**config.mk**
```make
export PLATFORM = sky130hd
export DESIGN_NAME = spi_rx_stream
export DESIGN_NICKNAME = d
export VERILOG_FILES = /design/src/rtl/spi_rx_stream.sv
export SDC_FILE = /design/constraint.sdc
export NUM_CORES = 1
export LEC_CHECK = 0
export BUFFER_PORTS_ARGS = -buffer_cell sky130_fd_sc_hd__buf_2
export CAP_MARGIN = 40
export CORE_ASPECT_RATIO = 0.5
export CORE_UTILIZATION = 60
export DETAILED_ROUTE_END_ITERATION = 7
export PLACE_DENSITY = 0.8
export SLEW_MARGIN = 20
export SYNTH_ARGS = -nofsm -noshare
export SYNTH_HDL_FRONTEND = slang
export SYNTH_SLANG_ARGS = --single-unit
```
**constraint.sdc**
```tcl
create_clock -name clk -period 6.25 [get_ports clk]
set_input_delay 0.3125 -clock clk [delete_from_list [all_inputs] [get_ports clk]]
set_output_delay 0.3125 -clock clk [all_outputs]
set_load 0.01 [all_outputs]
```
**src/rtl/spi_rx_stream.sv**
```systemverilog
// spi_rx_stream: SPI slave receive path with a first-word fall-through output FIFO.
// SCS/SCK/SDI are synchronised into clk. Each complete DATA_W-bit word is pushed
// into a FIFO_DEPTH-entry FIFO that has a valid/ready head.
// Optional feature macro: SPI_RX_STREAM_ERR_EN builds the overrun_o and abort_o logic.
// Without the macro, both outputs are tied low, clr_i is ignored, and a push into a
// full FIFO is dropped silently.
module spi_rx_stream #(
    parameter int DATA_W      = 32,
    parameter int FIFO_DEPTH  = 4,
    parameter int CPOL        = 0,
    parameter int CPHA        = 0,
    parameter int MSB_FIRST   = 1,
    parameter int SYNC_STAGES = 2
) (
    input  logic                          clk,
    input  logic                          rst_n,
    input  logic                          scs_i,
    input  logic                          sck_i,
    input  logic                          sdi_i,
    output logic [DATA_W-1:0]             data_o,
    output logic                          valid_o,
    input  logic                          ready_i,
    output logic [$clog2(FIFO_DEPTH):0]   level_o,
    output logic                          busy_o,
    output logic                          overrun_o,
    output logic                          abort_o,
    input  logic                          clr_i
);

    localparam int   CNT_W       = $clog2(DATA_W);
    localparam int   PTR_W       = $clog2(FIFO_DEPTH);
    localparam int   LVL_W       = PTR_W + 1;
    localparam logic SAMPLE_RISE = (CPOL == CPHA);

    logic [SYNC_STAGES-1:0] scs_sync_q, sck_sync_q, sdi_sync_q;
    logic                   scs_s, sck_s, sdi_s;
    logic                   sck_dly_q;
    logic                   aligned_q, aligned_d;
    logic [CNT_W-1:0]       bit_cnt_q, bit_cnt_d;
    logic [DATA_W-1:0]      shift_q, shift_d;
    logic [DATA_W-1:0]      word_next;
    logic                   sample, last_bit, push;

    logic [DATA_W-1:0]      mem [FIFO_DEPTH];
    logic [PTR_W-1:0]       wr_ptr_q, wr_ptr_d, rd_ptr_q, rd_ptr_d;
    logic [LVL_W-1:0]       level_q, level_d;
    logic                   pop, full, wr_en, drop;

    // Synchroniser chains. The edge detector and data tap share the last stage,
    // so SDI is aligned with the SCK edge that samples it.
    always_ff @(posedge clk) begin
        if (!rst_n) begin
            scs_sync_q <= '0;
            sck_sync_q <= '0;
            sdi_sync_q <= '0;
            sck_dly_q  <= 1'b0;
        end else begin
            scs_sync_q <= {scs_sync_q[SYNC_STAGES-2:0], scs_i};
            sck_sync_q <= {sck_sync_q[SYNC_STAGES-2:0], sck_i};
            sdi_sync_q <= {sdi_sync_q[SYNC_STAGES-2:0], sdi_i};
            sck_dly_q  <= sck_sync_q[SYNC_STAGES-1];
        end
    end

    assign scs_s = scs_sync_q[SYNC_STAGES-1];
    assign sck_s = sck_sync_q[SYNC_STAGES-1];
    assign sdi_s = sdi_sync_q[SYNC_STAGES-1];

    // After reset the receiver stays deaf until SCS is seen high.
    // This prevents it from locking onto the middle of a frame.
    assign sample    = aligned_q && !scs_s && (sck_s != sck_dly_q) && (sck_s == SAMPLE_RISE);
    assign last_bit  = (bit_cnt_q == CNT_W'(DATA_W - 1));
    assign push      = sample && last_bit;
    assign word_next = (MSB_FIRST != 0) ? {shift_q[DATA_W-2:0], sdi_s}
                                        : {sdi_s, shift_q[DATA_W-1:1]};
    assign busy_o    = aligned_q && !scs_s;

    // Deserialiser next state: an idle chip select holds the bit counter at zero.
    always_comb begin
        bit_cnt_d = bit_cnt_q;
        shift_d   = shift_q;
        aligned_d = aligned_q | scs_s;
        if (scs_s) begin
            bit_cnt_d = '0;
        end else if (sample) begin
            shift_d   = word_next;
            bit_cnt_d = last_bit ? '0 : bit_cnt_q + CNT_W'(1);
        end
    end

    // Deserialiser state register.
    always_ff @(posedge clk) begin
        if (!rst_n) begin
            bit_cnt_q <= '0;
            shift_q   <= '0;
            aligned_q <= 1'b0;
        end else begin
            bit_cnt_q <= bit_cnt_d;
            shift_q   <= shift_d;
            aligned_q <= aligned_d;
        end
    end

    // A push into a full FIFO succeeds only when a pop frees a slot in the same cycle.
    assign valid_o = (level_q != '0);
    assign pop     = valid_o && ready_i;
    assign full    = (level_q == LVL_W'(FIFO_DEPTH));
    assign wr_en   = push && (!full || pop);
    assign drop    = push && full && !pop;
    assign data_o  = valid_o ? mem[rd_ptr_q] : '0;
    assign level_o = level_q;

    // FIFO pointer and occupancy next state. Pointers wrap naturally at a power-of-2 depth.
    always_comb begin
        wr_ptr_d = wr_en ? wr_ptr_q + PTR_W'(1) : wr_ptr_q;
        rd_ptr_d = pop   ? rd_ptr_q + PTR_W'(1) : rd_ptr_q;
        level_d  = level_q;
        if (wr_en && !pop) begin
            level_d = level_q + LVL_W'(1);
        end else if (!wr_en && pop) begin
            level_d = level_q - LVL_W'(1);
        end
    end

    // FIFO control registers.
    always_ff @(posedge clk) begin
        if (!rst_n) begin
            wr_ptr_q <= '0;
            rd_ptr_q <= '0;
            level_q  <= '0;
        end else begin
            wr_ptr_q <= wr_ptr_d;
            rd_ptr_q <= rd_ptr_d;
            level_q  <= level_d;
        end
    end

    // FIFO storage. Stale entries are never visible, so the storage is not reset.
    always_ff @(posedge clk) begin
        if (wr_en) begin
            mem[wr_ptr_q] <= word_next;
        end
    end

`ifdef SPI_RX_STREAM_ERR_EN
    logic scs_dly_q;
    logic overrun_q, overrun_d;
    logic abort_q, abort_d;

    // Error flags. A drop wins over a clear that arrives in the same cycle.
    always_comb begin
        abort_d   = scs_s && !scs_dly_q && (bit_cnt_q != '0);
        overrun_d = overrun_q;
        if (drop) begin
            overrun_d = 1'b1;
        end else if (clr_i) begin
            overrun_d = 1'b0;
        end
    end

    // Error flag registers.
    always_ff @(posedge clk) begin
        if (!rst_n) begin
            scs_dly_q <= 1'b0;
            overrun_q <= 1'b0;
            abort_q   <= 1'b0;
        end else begin
            scs_dly_q <= scs_s;
            overrun_q <= overrun_d;
            abort_q   <= abort_d;
        end
    end

    assign overrun_o = overrun_q;
    assign abort_o   = abort_q;
`else
    logic unused_err;
    assign unused_err = &{1'b0, clr_i, drop};
    assign overrun_o  = 1'b0;
    assign abort_o    = 1'b0;
`endif

endmodule

```
; ---- Yosys cells after proc, flatten, opt, wreduce, memory -nomap -nowiden
; Memories as Yosys holds them, arrays and structs flattened. A register that Yosys moved wholly into a read port is not among the register bits.
; Cells that the tools add are included.
[totals]
regBits = 51
wordCells = 47
input_bits = 7
ramBits = 128
output_inout_bits = 39
n_memories = 1
[mem_list]
columns = memory, depth, word_bits, read_ports, rd_clocked_by_memory_dff, write_ports, line_no
row1 = mem, 4, 32, 1, 1, 1, 44  ; logic [DATA_W-1:0] mem [FIFO_DEPTH];
[op_classes]
reduce_logical = 17
mux = 8
bitwise_logic = 3
addsub = 5
n_eq_ne = 3
[ops]
columns = cell, n
row1 = 32-bit 2-to-1 mux, 1
row2 = 1-bit logical AND, 8
row3 = 3-bit 2-to-1 mux, 2
row4 = "5-bit by 1-bit adder with 5-bit output, second input constant", 1
row5 = "5-bit == test, second input constant", 1
row6 = 5-bit 2-to-1 mux, 1
row7 = "2-bit by 1-bit adder with 2-bit output, second input constant", 2
row8 = 1-bit logical NOT, 4
row9 = 2-bit 2-to-1 mux, 2
row10 = "3-bit by 1-bit adder with 3-bit output, second input constant", 1
row11 = "3-bit == test, second input constant", 1
row12 = 3-bit nonzero test, 1
row13 = "3-bit by 1-bit subtractor with 3-bit output, second input constant", 1
row14 = 1-bit 2-to-1 mux, 2
row15 = 1-bit inverter, 2
row16 = 2-bit AND reduction, 1
row17 = 2-bit nonzero test, 1
row18 = 2-bit OR reduction, 1
row19 = 1-bit logical OR, 1
row20 = 1-bit inequality test, 1
row21 = 1-bit bitwise OR, 1

; ---- Depth between registers and ports, before layout
[logic_depth]
depth_word = 10
ltp_mapped = 11
depth_no_buf = 10

; ---- Least setup slack after synthesis
; OpenSTA, ideal clock, no wires.
[synth_timing]
path_kind = flip-flop to flip-flop
start = register bit_cnt_q[0]
end = register level_q[2], in the netlist level_o[2]
period_less_slack_ns = 2.282
n_path_buf = 1
arrival_ns = 2.211
path_stages_with_launch = 12
t_required_ns = 6.180
path_slack_ns = 3.968
setup_time_ns = 0.070
path_cell_list = dfxtp_1 > ha_1 > and3_1 > ha_1 > and3_1 > buf_6 > ha_1 > inv_1 > fa_1 > xor2_1 > or3_1 > a21oi_1
[synth_between]
elab_chain_cells = 6
word_cells_on_any_way = 8
cone_classes = 1 x eq/ne / 1 x mux / 6 x reduce/logical
[synth_rtl]
columns = element, line_no
row1 = from (decl), 39  ; logic [CNT_W-1:0] bit_cnt_q, bit_cnt_d;
row2 = from (signal assigned), 98  ; bit_cnt_q <= bit_cnt_d;
row3 = 5-bit == test (*), 72  ; assign last_bit = (bit_cnt_q == CNT_W'(DATA_W - 1));
row4 = 1-bit logical AND (*), 73  ; assign push = sample && last_bit;
row5 = 1-bit logical AND (*), 108  ; assign wr_en = push && (!full || pop);
row6 = via wr_en, 47  ; logic pop, full, wr_en, drop;
row7 = 1-bit logical NOT, 120  ; end else if (!wr_en && pop) begin
row8 = 1-bit logical AND, 120
row9 = 2-bit nonzero test (no source line), -
row10 = to (signal assigned), 134  ; level_q <= level_d;
row11 = to (decl), 46  ; logic [LVL_W-1:0] level_q, level_d;
; The timed path passes the listed nets; every way through them passes the cells marked *.
; A chain may end at the register's enable or synchronous reset.

; ---- Final worst setup path
[layout_timing]
start = register scs_sync_q[1]
end = register level_q[2], in the netlist level_o[2]
[layout_between]
elab_chain_cells = 9
word_cells_on_any_way = 11
cone_classes = 1 x mux / 10 x reduce/logical
[layout_rtl]
columns = element, line_no
row1 = from (decl), 35  ; logic [SYNC_STAGES-1:0] scs_sync_q, sck_sync_q, sdi_sync_q;
row2 = from (signal assigned), 58  ; scs_sync_q <= {scs_sync_q[SYNC_STAGES-2:0], scs_i};
row3 = 1-bit logical NOT (*), 71  ; assign sample = aligned_q && !scs_s && (sck_s != sck_dly_q) && (sck_s == SAMPLE_RISE);
row4 = 1-bit logical AND (*) (3 in a row), 71
row5 = 1-bit logical AND (*), 73
row6 = 1-bit logical AND (*), 108
row7 = 1-bit logical NOT, 120
row8 = 1-bit logical AND, 120
row9 = 2-bit nonzero test (no source line), -
; Every way passes the cells marked *; elsewhere a longest branch is shown, timed or not.

==> metrics.cfg <==
[pwr]
design_power_total_w = 0.00275
cellInternalPower_w = 0.00204
max-vdd-ir-drop_v = 0.000222
pwr-share-comb = 0.154
sw_frac_of_total = 0.259
relative_contribution_of_the_clock_network_to_total_power = 0.370
seq_power_share = 0.476
powerDensity_mw_per_mm2 = 351
power.static_leakage_nw = 2.68
p_sw_w = 0.000711

[die]
die_y_um = 77.5
dieArea_sq_mm = 0.0118
chipWidth_um = 153
number_of_cell_rows = 27
design.portCount = 46
core-area_sq_mm = 0.0110
floorplan.initialDensity = 0.618

[synth]
synthesis.yosys.warnings = 0
ys_seq_area_frac = 0.718
synth_area_per_cell_sq_um = 15.7
synth.top_cell.area_share = 0.563
synth_seq_cells = 181
synth_area_leader_cell = sky130_fd_sc_hd__edfxtp_1
leading_cell_types_by_total_area_after_synthesis = sky130_fd_sc_hd__edfxtp_1 56%, sky130_fd_sc_hd__dfxtp_1 16%, sky130_fd_sc_hd__mux4_2 11%, sky130_fd_sc_hd__nand2_1 3.7%, sky130_fd_sc_hd__nor2b_1 3.0%
synth.distinct_cells = 32
synthesis.instances = 436
synth_area_sq_mm = 0.00683

[setup_path]
crit_path_max_fanout = 34
worstSetupPathType = register to register
cp-start-kind = register
worstPathRequired_ns = 6.60
sort_of_element_at_the_end_of_the_critical_path = register
setup.reg_to_reg.worst_slack_ns = 3.39
reg2regPathDepth = 9
timing.critical_path.arrival_ns = 3.21
rr_startpoint = scs_sync_q[1]
worstReg2RegEnd = level_o[2]

[run_status]
outcome = finished, final reports clean

[routing]
postRouteAntennaNets = 0
wire_per_inst_um = 17.9
drt_drc = 0
detailroute.via_count = 3602
first_pass_iters = 4
totalWireLength_um = 11500
drt-initial-drc-count = 234
avgViaCountPerCell = 5.63

[clocking]
cts_tree = built
hold_buffers = 0
post_cts_resized = 0
cts_made_buffers = 17
cts_setup_buffers = 0
ctsLongestPathBuffers = 2
worst_skew_pair_later_pin_latency_ns = 0.42
htreeDepth = 4
clkSlewWorstSetupHoldPaths_ns = 0.06
cts_root_buf = sky130_fd_sc_hd__clkbuf_16
cts.sink_count = 181

[sta]
grt_setup_unrepaired = false
slew_worst_pin_ns = 0.537
max_slew_margin = 0.642
min_period_over_period = 0.457
period_minus_slack_ns = 2.86
tns_ns = 0
finalSetupViolCount = 0
hold_violations = 0
fmax_mhz = 350
finClkSkew_ns = 0.00719
timing.final.max_slew_violations = 0

[global_route]
gr-usage-all-layers = 0.209
number_of_global_route_vias_before_repair = 3570
grt_max_degree = 41
global_route.overflow_total = 0
first_pass_grt_wire_length_um = 18100
antenna_violations_before_repair = 0

[job]
cap_violations = 0

[final_layout]
area_added_between_synthesis_and_finish_pct = 14.6
register_area_sq_mm = 0.00491
final_layout_size_suffix_gt1_frac = 0.246
final.fill_count = 667
mostFrequentLayoutCells = 128 x sky130_fd_sc_hd__edfxtp_1, 68 x sky130_fd_sc_hd__nand2_1, 52 x sky130_fd_sc_hd__dfxtp_1
antenna_cells = 0
area_of_combinational_cells_with_multiple_inputs_sq_mm = 0.00181
finalNonFillerCells = 640
final_common_cell = sky130_fd_sc_hd__edfxtp_1
finalNetCount = 497
fin_util = 0.708

[place]
dp.cells = 608
post-dp-hpwl_um = 6460
placement.io_buffers = 42
globalplace.congestion = 0.729

[min_path]
holdPathEnd = sck_sync_q[0]
worst_min_delay_path_startpoint = sck_i
hold_path_class = input port to register
min_delay_path_depth = 2

-- power groups by stage --
stage / Combinational, W / Sequential (W) / Clock [W]
3_5_place_dp: 0.000426 / 0.00134 / 0
2_1_floorplan: 0.000288 / 0.00132 / 0
6_report: 0.000422 / 0.00131 / 0.00102
5_1_grt: 0.000461 / 0.00131 / 0.00108
3_3_place_gp: 0.000423 / 0.00134 / 0
4_1_cts: 0.000428 / 0.00131 / 0.00103
-- registers in the layout, summed over array words and instances (netlist names), 2 cells and up, named ones only --
name        flops
bit_cnt_q       5
mem           128
level_o         3
rd_ptr_q        2
wr_ptr_q        2
scs_sync_q      2
sdi_sync_q      2
shift_q        31
sck_sync_q      2
-- logic make-up after synthesis --
kind of cell	synth area share
DFF	0.718
other	0.000549
muxes	0.111
buffers and inverters	0.0212
xor gates and xnor gates	0.00641
and+or+nand+nor	0.0965
AOI/OAI and AO/OA	0.0302
adders and majority gates	0.0158
-- area by class of cell --
class                   instances  share of cell area
flip-flops and latches        181               0.627
multi-input cells             224               0.231
clock buffers                  18              0.0548
repair buffers                 52              0.0438
well taps                     145              0.0232
clock inverters                14              0.0177
inverters                       6             0.00288
-- metal layers --
layer,GRT usage,vias to the layer above,share of wire
li1,-,1689,-
met1,0.274,1805,0.44
met2,0.344,96,0.49
met3,0.0587,12,0.057
met4,0.0636,0,0.0078
met5,0,-,0
-- per-stage QoR --
stage          hold WS, ns  cell area [sq um]  worst slack [ns]
6_report            0.0946               7830              3.39
5_1_grt             0.0941               7830              3.22
4_1_cts             0.0782               7830              3.38
3_5_place_dp         0.422               7260              3.42
3_3_place_gp         0.420               7170              3.48
2_1_floorplan        0.412               6840              3.97
-- cell usage after synthesis --
cell type                     n
sky130_fd_sc_hd__nor2b_1     33
sky130_fd_sc_hd__buf_4        2
sky130_fd_sc_hd__xor2_1       4
sky130_fd_sc_hd__and2_1       7
sky130_fd_sc_hd__nand2_1     68
sky130_fd_sc_hd__conb_1       1
sky130_fd_sc_hd__buf_1        4
sky130_fd_sc_hd__clkbuf_1    11
sky130_fd_sc_hd__a21oi_1     35
sky130_fd_sc_hd__ha_1         7
sky130_fd_sc_hd__nor2_1       8
sky130_fd_sc_hd__nor3_1       2
sky130_fd_sc_hd__or3_1        4
sky130_fd_sc_hd__inv_1        6
sky130_fd_sc_hd__nand4bb_1    1
sky130_fd_sc_hd__buf_6        1
sky130_fd_sc_hd__xnor2_1      1
sky130_fd_sc_hd__and4b_1      1
sky130_fd_sc_hd__dfxtp_1     53
sky130_fd_sc_hd__buf_2        8
sky130_fd_sc_hd__or4b_1       1
sky130_fd_sc_hd__o311ai_0     1
sky130_fd_sc_hd__mux2i_1      4
sky130_fd_sc_hd__nand3_1      1
sky130_fd_sc_hd__edfxtp_1   128
sky130_fd_sc_hd__mux4_2      32
sky130_fd_sc_hd__fa_1         1
sky130_fd_sc_hd__o31ai_1      1
sky130_fd_sc_hd__and2_2       4
sky130_fd_sc_hd__and3_1       2
sky130_fd_sc_hd__o21ai_0      3
sky130_fd_sc_hd__nor4bb_1     1
-- worst max path at each step --
stage	start	end	slack, ns	cells after the start
after detailed placement	scs_sync_q[1]	level_o[2]	3.42	9
after global routing	scs_sync_q[1]	level_o[2]	3.22	9
after global placement	scs_sync_q[1]	level_o[2]	3.48	9
final	scs_sync_q[1]	level_o[2]	3.39	9
after floorplan	bit_cnt_q[0]	level_o[2]	3.97	11
after CTS	sck_sync_q[1]	level_o[2]	3.38	9
-- worst max-delay path: stages (launching register included) --
cell	delay [ns]
sky130_fd_sc_hd__dfxtp_1	0.37
sky130_fd_sc_hd__nor4bb_4	0.28
sky130_fd_sc_hd__buf_4	0.41
sky130_fd_sc_hd__and3_1	0.40
sky130_fd_sc_hd__ha_1	0.24
sky130_fd_sc_hd__inv_1	0.06
sky130_fd_sc_hd__fa_1	0.37
sky130_fd_sc_hd__xor2_1	0.18
sky130_fd_sc_hd__or3_1	0.32
sky130_fd_sc_hd__a21oi_1	0.14
Note: power is estimated with default switching activity, not from simulation.
